[config.mk]
export PLATFORM = sky130hd
export DESIGN_NAME = order_gen
export DESIGN_NICKNAME = d
export VERILOG_FILES = /design/src/rtl/order_pkg.sv /design/src/rtl/order_cooldown.sv /design/src/rtl/order_gen.sv
export SDC_FILE = /design/constraint.sdc
export NUM_CORES = 1
export LEC_CHECK = 0
export ABC_AREA = 1
export BUFFER_PORTS_ARGS = -buffer_cell sky130_fd_sc_hd__buf_2
export CAP_MARGIN = 20
export CORE_MARGIN = 2
export CORE_UTILIZATION = 61
export DETAILED_ROUTE_END_ITERATION = 10
export PLACE_DENSITY = 0.86
export SLEW_MARGIN = 20
export SYNTH_ARGS = -nofsm -noshare
export SYNTH_HDL_FRONTEND = slang
export SYNTH_SLANG_ARGS = --single-unit
[constraint.sdc]
create_clock -name clk -period 6.3 [get_ports clk]
set_input_delay 1.26 -clock clk [delete_from_list [all_inputs] [get_ports clk]]
set_output_delay 1.26 -clock clk [all_outputs]
set_load 0.03 [all_outputs]
[src/rtl/order_pkg.sv]
// -----------------------------------------------------------------------------
// order_pkg
// Shared types and defaults for the order generator slice.
//   og_state_t : order FSM states (IDLE -> ISSUE -> COOLDOWN -> IDLE)
//   side_t     : order side encoding (0 = buy, 1 = sell)
//   *_DEF      : default parameter values used by order_gen
//   sat_inc16  : saturating 16-bit increment used by the optional statistics
// -----------------------------------------------------------------------------
package order_pkg;

   typedef enum logic [1:0] {
      IDLE     = 2'd0,
      ISSUE    = 2'd1,
      COOLDOWN = 2'd2
   } og_state_t;

   typedef enum logic {
      SIDE_BUY  = 1'b0,
      SIDE_SELL = 1'b1
   } side_t;

   localparam logic [7:0]  LOT_SIZE_DEF        = 8'd10;
   localparam logic [15:0] MAX_POS_DEF         = 16'd100;
   localparam logic [7:0]  COOLDOWN_CYCLES_DEF = 8'd16;
   localparam int          POS_W_DEF           = 16;

   // Increment that sticks at all-ones instead of wrapping to zero.
   function automatic logic [15:0] sat_inc16(input logic [15:0] value);
      logic [15:0] result;
      if (value == 16'hFFFF) begin
         result = value;
      end else begin
         result = value + 16'd1;
      end
      return result;
   endfunction

endpackage

[src/rtl/order_cooldown.sv]
// -----------------------------------------------------------------------------
// order_cooldown
// Loadable down-counter that times the post-order cooldown window.
// A load writes load_value; afterwards the count drops by one each cycle and
// rests at zero. done flags the last cooldown cycle (count == 1), so a load of
// N keeps the owning FSM in its cooldown state for exactly N cycles.
// Ports:
//   clk        in  1      system clock, rising edge
//   rst        in  1      asynchronous reset, active-high
//   load       in  1      load load_value into the counter
//   load_value in  CNT_W  cooldown length in cycles
//   done       out 1      counter is on its final cooldown cycle
// -----------------------------------------------------------------------------
module order_cooldown #(
   parameter int CNT_W = 8
) (
   input  logic             clk,
   input  logic             rst,
   input  logic             load,
   input  logic [CNT_W-1:0] load_value,
   output logic             done
);

   logic [CNT_W-1:0] count_r;

   // Down-counter: load has priority, then decrement until zero.
   always_ff @(posedge clk or posedge rst) begin
      if (rst) begin
         count_r <= {CNT_W{1'b0}};
      end else if (load) begin
         count_r <= load_value;
      end else if (count_r != {CNT_W{1'b0}}) begin
         count_r <= count_r - CNT_W'(1);
      end else begin
         count_r <= count_r;
      end
   end

   // Terminal flag: the cycle in which count reads one is the last one.
   always_comb begin
      done = (count_r == CNT_W'(1));
   end

endmodule

[src/rtl/order_gen.sv]
// -----------------------------------------------------------------------------
// order_gen
// Turns the trade logic unit's registered buy/sell decision into a single
// order transaction on a valid/ready handshake, tracks the signed net position
// under a symmetric limit and enforces a cooldown after every accepted order.
// All outputs are registered.
//
// Optional feature macro: ORDER_STATS_EN adds saturating buy/sell/drop counters.
//
// Ports:
//   clk          in  1      system clock, rising edge
//   rst          in  1      asynchronous reset, active-high
//   enable       in  1      1 = new orders allowed (an in-flight order still completes)
//   buy_signal   in  1      buy decision, qualified by signal_valid
//   sell_signal  in  1      sell decision, qualified by signal_valid
//   signal_valid in  1      decision valid this cycle
//   price_in     in  8      market price aligned with signal_valid
//   order_ready  in  1      downstream accepts the order this cycle
//   order_valid  out 1      order presented
//   order_side   out 1      0 = buy, 1 = sell
//   order_qty    out 8      LOT_SIZE while order_valid, else 0
//   order_price  out 8      price captured when the decision was accepted
//   position     out POS_W  signed net position
//   busy         out 1      high while in ISSUE or COOLDOWN
//   buy_count    out 16     (ORDER_STATS_EN) completed buy orders, saturating
//   sell_count   out 16     (ORDER_STATS_EN) completed sell orders, saturating
//   drop_count   out 16     (ORDER_STATS_EN) decisions not accepted, saturating
// -----------------------------------------------------------------------------
module order_gen
   import order_pkg::*;
#(
   parameter logic [7:0]  LOT_SIZE        = LOT_SIZE_DEF,
   parameter logic [15:0] MAX_POS         = MAX_POS_DEF,
   parameter logic [7:0]  COOLDOWN_CYCLES = COOLDOWN_CYCLES_DEF,
   parameter int          POS_W           = POS_W_DEF
) (
   input  logic                    clk,
   input  logic                    rst,
   input  logic                    enable,
   input  logic                    buy_signal,
   input  logic                    sell_signal,
   input  logic                    signal_valid,
   input  logic [7:0]              price_in,
   input  logic                    order_ready,
   output logic                    order_valid,
   output logic                    order_side,
   output logic [7:0]              order_qty,
   output logic [7:0]              order_price,
   output logic signed [POS_W-1:0] position,
   output logic                    busy
`ifdef ORDER_STATS_EN
   ,
   output logic [15:0]             buy_count,
   output logic [15:0]             sell_count,
   output logic [15:0]             drop_count
`endif
);

   og_state_t state_r;
   og_state_t next_state_s;
   side_t     side_s;
   logic      buy_req_s;
   logic      sell_req_s;
   logic      accept_s;
   logic      handshake_s;
   logic      cd_load_s;
   logic      cd_done_s;

   // One extra bit of headroom so the limit compare cannot overflow.
   logic signed [POS_W:0] pos_ext_s;
   logic signed [POS_W:0] lot_ext_s;
   logic signed [POS_W:0] max_ext_s;
   logic signed [POS_W:0] pos_plus_s;
   logic signed [POS_W:0] pos_minus_s;
   logic                  buy_ok_s;
   logic                  sell_ok_s;

   order_cooldown #(
      .CNT_W (8)
   ) u_cooldown (
      .clk        (clk),
      .rst        (rst),
      .load       (cd_load_s),
      .load_value (COOLDOWN_CYCLES),
      .done       (cd_done_s)
   );

   // Decision qualification and position limit arithmetic.
   always_comb begin
      buy_req_s   = signal_valid & enable & buy_signal & ~sell_signal;
      sell_req_s  = signal_valid & enable & sell_signal & ~buy_signal;
      handshake_s = order_valid & order_ready;
      pos_ext_s   = {position[POS_W-1], position};
      lot_ext_s   = (POS_W+1)'(LOT_SIZE);
      max_ext_s   = (POS_W+1)'(MAX_POS);
      pos_plus_s  = pos_ext_s + lot_ext_s;
      pos_minus_s = pos_ext_s - lot_ext_s;
      buy_ok_s    = (pos_plus_s <= max_ext_s);
      sell_ok_s   = (pos_minus_s >= -max_ext_s);
   end

   // Next-state logic; decisions outside IDLE are simply not accepted.
   always_comb begin
      next_state_s = state_r;
      accept_s     = 1'b0;
      side_s       = SIDE_BUY;
      cd_load_s    = 1'b0;
      case (state_r)
         IDLE: begin
            if (buy_req_s && buy_ok_s) begin
               accept_s     = 1'b1;
               side_s       = SIDE_BUY;
               next_state_s = ISSUE;
            end else if (sell_req_s && sell_ok_s) begin
               accept_s     = 1'b1;
               side_s       = SIDE_SELL;
               next_state_s = ISSUE;
            end else begin
               next_state_s = IDLE;
            end
         end
         ISSUE: begin
            if (handshake_s) begin
               if (COOLDOWN_CYCLES == 8'd0) begin
                  next_state_s = IDLE;
               end else begin
                  next_state_s = COOLDOWN;
                  cd_load_s    = 1'b1;
               end
            end else begin
               next_state_s = ISSUE;
            end
         end
         COOLDOWN: begin
            if (cd_done_s) begin
               next_state_s = IDLE;
            end else begin
               next_state_s = COOLDOWN;
            end
         end
         default: begin
            next_state_s = IDLE;
         end
      endcase
   end

   // State, order outputs and position register.
   always_ff @(posedge clk or posedge rst) begin
      if (rst) begin
         state_r     <= IDLE;
         order_valid <= 1'b0;
         order_side  <= 1'b0;
         order_qty   <= 8'd0;
         order_price <= 8'd0;
         position    <= {POS_W{1'b0}};
         busy        <= 1'b0;
      end else begin
         state_r <= next_state_s;
         busy    <= (next_state_s != IDLE);
         if (accept_s) begin
            order_valid <= 1'b1;
            order_side  <= side_s;
            order_qty   <= LOT_SIZE;
            order_price <= price_in;
         end else if (handshake_s) begin
            order_valid <= 1'b0;
            order_qty   <= 8'd0;
            // The limit check at accept time guarantees these never wrap.
            if (order_side == SIDE_SELL) begin
               position <= pos_minus_s[POS_W-1:0];
            end else begin
               position <= pos_plus_s[POS_W-1:0];
            end
         end else begin
            order_valid <= order_valid;
         end
      end
   end

`ifdef ORDER_STATS_EN
   logic drop_s;

   // Any buy/sell request that does not become an order counts as a drop.
   always_comb begin
      drop_s = signal_valid & (buy_signal | sell_signal) & ~accept_s;
   end

   // Saturating order statistics.
   always_ff @(posedge clk or posedge rst) begin
      if (rst) begin
         buy_count  <= 16'd0;
         sell_count <= 16'd0;
         drop_count <= 16'd0;
      end else begin
         if (handshake_s && (order_side == SIDE_BUY)) begin
            buy_count <= sat_inc16(buy_count);
         end
         if (handshake_s && (order_side == SIDE_SELL)) begin
            sell_count <= sat_inc16(sell_count);
         end
         if (drop_s) begin
            drop_count <= sat_inc16(drop_count);
         end
      end
   end
`endif

endmodule
# Word-level counts from Yosys, hierarchy flattened

Cells that the tools add are included.

Multiplexer cells: 19
Equal/unequal tests: 3
Magnitude comparators: 2
Reductions and logical operators: 8
Bitwise gates (word level): 9
Add/sub/neg operators: 3

Operators with widths:

| operator                | count |
|---|---|
| $mux W8                 | 4 |
| $add A16 B5 Y17 const B | 1 |
| $ge A17 B8 Y1 const B   | 1 |
| $le A17 B8 Y1 const B   | 1 |
| $sub A16 B5 Y17 const B | 1 |
| $mux W16                | 1 |
| $mux W1                 | 11 |
| $eq A8 B1 Y1 const B    | 1 |
| $reduce_bool A8 Y1      | 1 |
| $sub A8 B1 Y8 const B   | 1 |
| $and A1 B1 Y1           | 6 |
| $pmux W2 S3             | 1 |
| $reduce_bool A2 Y1      | 3 |
| $mux W2                 | 2 |
| $not A1 Y1              | 3 |
| $eq A2 B1 Y1 const B    | 1 |
| $eq A2 B2 Y1 const B    | 1 |
| $logic_and A1 B1 Y1     | 2 |
| $logic_not A2 Y1        | 1 |
| $reduce_and A2 Y1       | 1 |

Word-level logic and storage cells: 52
Input bits: 15
Register bits after elaboration: 45

# Depth between registers and ports, before layout

Depth in word-level cells: 9
Depth in mapped cells: 19
Depth with buffers taken out: 18

# Hierarchy

Synthesis repeated with hierarchy kept, for this count alone.

Cell total of the unflattened synthesis: 453
Area, all modules: 3037.9 µm²

By module, submodules not included:

| module         | seq. area each (µm²) | cells each | times used | area each (µm²) |
|---|---|---|---|---|
| order_gen      | 700.7                | 373        | 1          | 2462.4 |
| order_cooldown | 200.2                | 80         | 1          | 575.6 |

# Least setup slack after synthesis

OpenSTA, ideal clock, no wires.

Path kind: flip-flop to flip-flop
From: reg position[1]
To: reg order_price[0]
Data required time: 6.182 ns
Setup slack: 4.017 ns
Stages on the path, launching flop included: 20
Arrival time: 2.166 ns
Path through: dfrtp_1 inv_1 ha_1 inv_1 nand2_1 nand2_1 nor2_1 nand2_1 nand2_1 nor2_1 nand3_1 nor2_1 nand2_1 nand2_1 nand2_4 nand2_8 inv_4 buf_6 nand2_1 nand2_1

Longest elaborated chain between the ends: 6

Ends and longest elaborated chain:

| what                   | RTL line         | RTL |
|---|---|---|
| start, declared        | order_gen.sv:49  | `output logic signed [POS_W-1:0] position,` |
| start signal, assigned | order_gen.sv:155 | `position <= {POS_W{1'b0}};` |
| start signal, assigned | order_gen.sv:170 | `position <= pos_minus_s[POS_W-1:0];` |
| start signal, assigned | order_gen.sv:172 | `position <= pos_plus_s[POS_W-1:0];` |
| $sub A16 B5 Y17        | order_gen.sv:97  | `pos_minus_s = pos_ext_s - lot_ext_s;` |
| $ge A17 B8 Y1          | order_gen.sv:99  | `sell_ok_s = (pos_minus_s >= -max_ext_s);` |
| $logic_and A1 B1 Y1    | order_gen.sv:114 | `end else if (sell_req_s && sell_ok_s) begin` |
| $mux W1                | order_gen.sv:114 |  |
| $mux W1 *              | order_gen.sv:110 | `if (buy_req_s && buy_ok_s) begin` |
| $mux W1 *              | order_gen.sv:108 | `case (state_r)` |
| end signal, assigned   | order_gen.sv:164 | `order_price <= price_in;` |
| end, declared          | order_gen.sv:48  | `output logic [7:0] order_price,` |

Every way passes the cells marked *; elsewhere a longest branch is shown, timed or not.
A chain may end at the register's enable or synchronous reset.

# Worst setup path after layout

From: reg order_side
To: out order_side

RTL lines:

| what                   | RTL line         | RTL |
|---|---|---|
| start, declared        | order_gen.sv:46  | `output logic order_side,` |
| start signal, assigned | order_gen.sv:162 | `order_side <= side_s;` |

No word-level cell between the ends.

==> flow_summary_export.csv <==
group,metric,value,unit
cts,cts_tree,"yes",
final_layout,nets,467,
place,pre_cts_slack,3762,ps
yosys,synth_top_area_share,33.24,%
sta,max_freq,374.3,MHz
yosys,yosys-top-cells-count,"nand2_1, nor2_1, inv_1, dfrtp_1, nand3_1",
cts,clock_latency,290,ps
critical_path,cp.required,5040,ps
grt,grt_pass1_wl,11100,µm
sta,min_period_over_period,42.41,%
critical_path,cpPeakStageDelay,800,ps
yosys,ys_ff_latch,36,
cts,h-tree-depth,2,
sta,slew_violations,0,
drt,finalWirelength,6494,µm
floorplanning,core,4324,µm²
sta,slew-limit-headroom,53.17,%
sta,setup_viol,0,
floorplanning,rows,24,
floorplanning,die_h,70.66,µm
sta,period_needed,2672,ps
drt,drt_iter0_drc,285,
power_and_ir_drop,p_leak,1.589,nW
yosys,async_flop_share,100.0,%
cts,cts_sinks,36,
yosys,yosysTopAreaCell,"dfrtp_1",
floorplanning,start_util,62.67,%
floorplanning,dieArea,4992,µm²
critical_path,cp_top_family,"flip-flops",
critical_path,ff2ff_path_depth,17,
floorplanning,ios,50,
cts,cts_root_buf,"clkbuf_8",
drt,viasPerCell,5.456,
place,dp_hpwl,4796,µm
power_and_ir_drop,power.density,554.2,nW/µm²
sta,tns,0,ps
grt,grt_pass1_vias,2505,
critical_path,crit_chain,"buf_2",
place,placed_area,2854,µm²
yosys,yosys_warnings,0,
yosys,syn_inst,416,
cts,clkTransAtPathRegs,70,ps
run,maxCapViolations,0,
cts,holdBufCountCts,0,
sta,rsz0062_at_grt,"no",
final_layout,multi_input_area,1510,µm²
min_path,hp-start,"order_price[2]",
power_and_ir_drop,total_power,0.001635,W
final_layout,n_antenna_cell,0,
final_layout,regArea,900.9,µm²
grt,antenna_found_initial,0,
cts,cts_buffer_depth,2,
place,gp_congestion,0.9359,
min_path,whs_path_depth,2,
drt,drc,0,
drt,routedWlPerCell,13.04,µm
yosys,ys_types,31,
yosys,ys_seq_area_share,33.24,%
critical_path,cp.arrival,1410,ps
drt,dr.pass1.iters,5,
drt,vias,2717,
grt,grt_max_degree,37,
critical_path,path_class,"register to output pin",
critical_path,reg2reg_to,"position[11]",
outcome,status,"finished clean",
yosys,synth_most_common_cell,"nand2_1",
yosys,synthTopCellsByArea,"dfrtp_1, nand2_1, nor2_1",
drt,ant_nets,0,
place,io_buffers,42,
final_layout,nFillCells,366,
critical_path,start_kind,"register",
grt,overflow,0,
floorplanning,die_w,70.66,µm
critical_path,cp_max_fo,21,
yosys,synth-edff-count,0,
min_path,min_to,"order_price[2]",
yosys,avgSynthCellArea,6.515,µm²
final_layout,drive_gt1_share,14.57,%
yosys,synth_flop_cell,"dfrtp_1",
sta,hold_viol,0,
power_and_ir_drop,vdd_drop_max,0.3615,mV
critical_path,slowest_stage,"dfrtp_1",
critical_path,r2r_start,"position[1]",
critical_path,regToRegSetupSlack,3780,ps
cts,cts-buffers-inserted,5,
critical_path,cp_num_buf_inv,1,
sta,tightest_slew,702.4,ps
final_layout,final_area,2950,µm²
min_path,hp-class,"register to register",
critical_path,critPathCaptureType,"output pin",
final_layout,syn2layout_area_growth,8.864,%
cts,cts_setup_buffers,0,
sta,setup_slack,3628,ps
yosys,syn_area,2710,µm²
cts,cts-resized-gates,0,
sta,fin_skew,8.370,ps
grt,grtUsageTotal,27.48,%
==> worst max-delay path by stage <==
stage / startpoint / endpoint / slack [ps] / depth (start not counted)
CTS: order_side / order_side / 3630 / 1
floorplan: position[1] / order_price[0] / 4020 / 19
global placement: sell_signal / order_price[6] / 3770 / 7
finish: order_side / order_side / 3630 / 1
detailed placement: sell_signal / order_price[5] / 3760 / 7
global route: position[1] / position[13] / 3450 / 17
==> layer usage <==
metal / track usage, % / wire length (µm) / vias to the layer above
li1: - / - / 1373
met1: 35.33 / 2722 / 1211
met2: 46.65 / 3146 / 119
met3: 4.986 / 483 / 14
met4: 10.06 / 142 / 0
met5: 0 / 0 / -
==> logic make-up (layout without fill, tap and decap cells) <==
family | Yosys count | in the layout | share of synthesized area, %
buf+inv | 68 | 92 | 11.87
other cells | 1 | 7 | 0.1384
flops | 36 | 36 | 33.24
xor+xnor | 5 | 5 | 1.616
simple gates | 263 | 263 | 43.03
fa+ha+maj | 6 | 6 | 2.770
compound gates | 37 | 37 | 7.341
==> power by group <==
group | total [W] | switching (W) | internal (W)
sequential | 0.000516 | 0.000180 | 0.000336
combinational | 0.000944 | 0.000649 | 0.000295
clock | 0.000175 | 0.0000778 | 0.0000973
==> layout by cell type (no fill, tap or decap), types with 2 or more instances in the layout <==
master,n
a21oi_1,5
a31oi_1,3
buf_2,42
clkbuf_8,7
conb_1,7
dfrtp_1,36
ha_1,6
inv_1,39
inv_2,2
nand2_1,147
nand2_2,3
nand3_1,31
nand3_4,2
nand4_1,21
nor2_1,46
nor2_2,2
nor2_4,2
nor3_1,7
o21ai_0,23
o21ai_1,3
xor2_1,4
==> per-stage QoR <==
step           hold WS (ps)  instances  util (%)
3_3_place_gp          449.4        491     66.00
2_1_floorplan         434.5        422         -
6_report              465.3        498     68.23
3_5_place_dp          452.9        491     66.00
4_1_cts               470.5        498     68.23
5_1_grt               506.7        498     68.23
==> sequential cells by signal, indices dropped and copies added (netlist names) <==
register	flops
order_price	8
busy	1
order_qty	1
u_cooldown.count_r	8
order_side	1
position	15
state_r	2
==> area by class of cell <==
| type | count | share of cell area [%] |
|---|---|---|
| multi-input combinational | 318 | 51.19 |
| sequential | 36 | 30.53 |
| inverter | 42 | 5.428 |
| clock buffer | 7 | 3.265 |
| timing repair buffer | 43 | 7.379 |
| tap | 52 | 2.205 |
(Power assumes the default switching activity.)
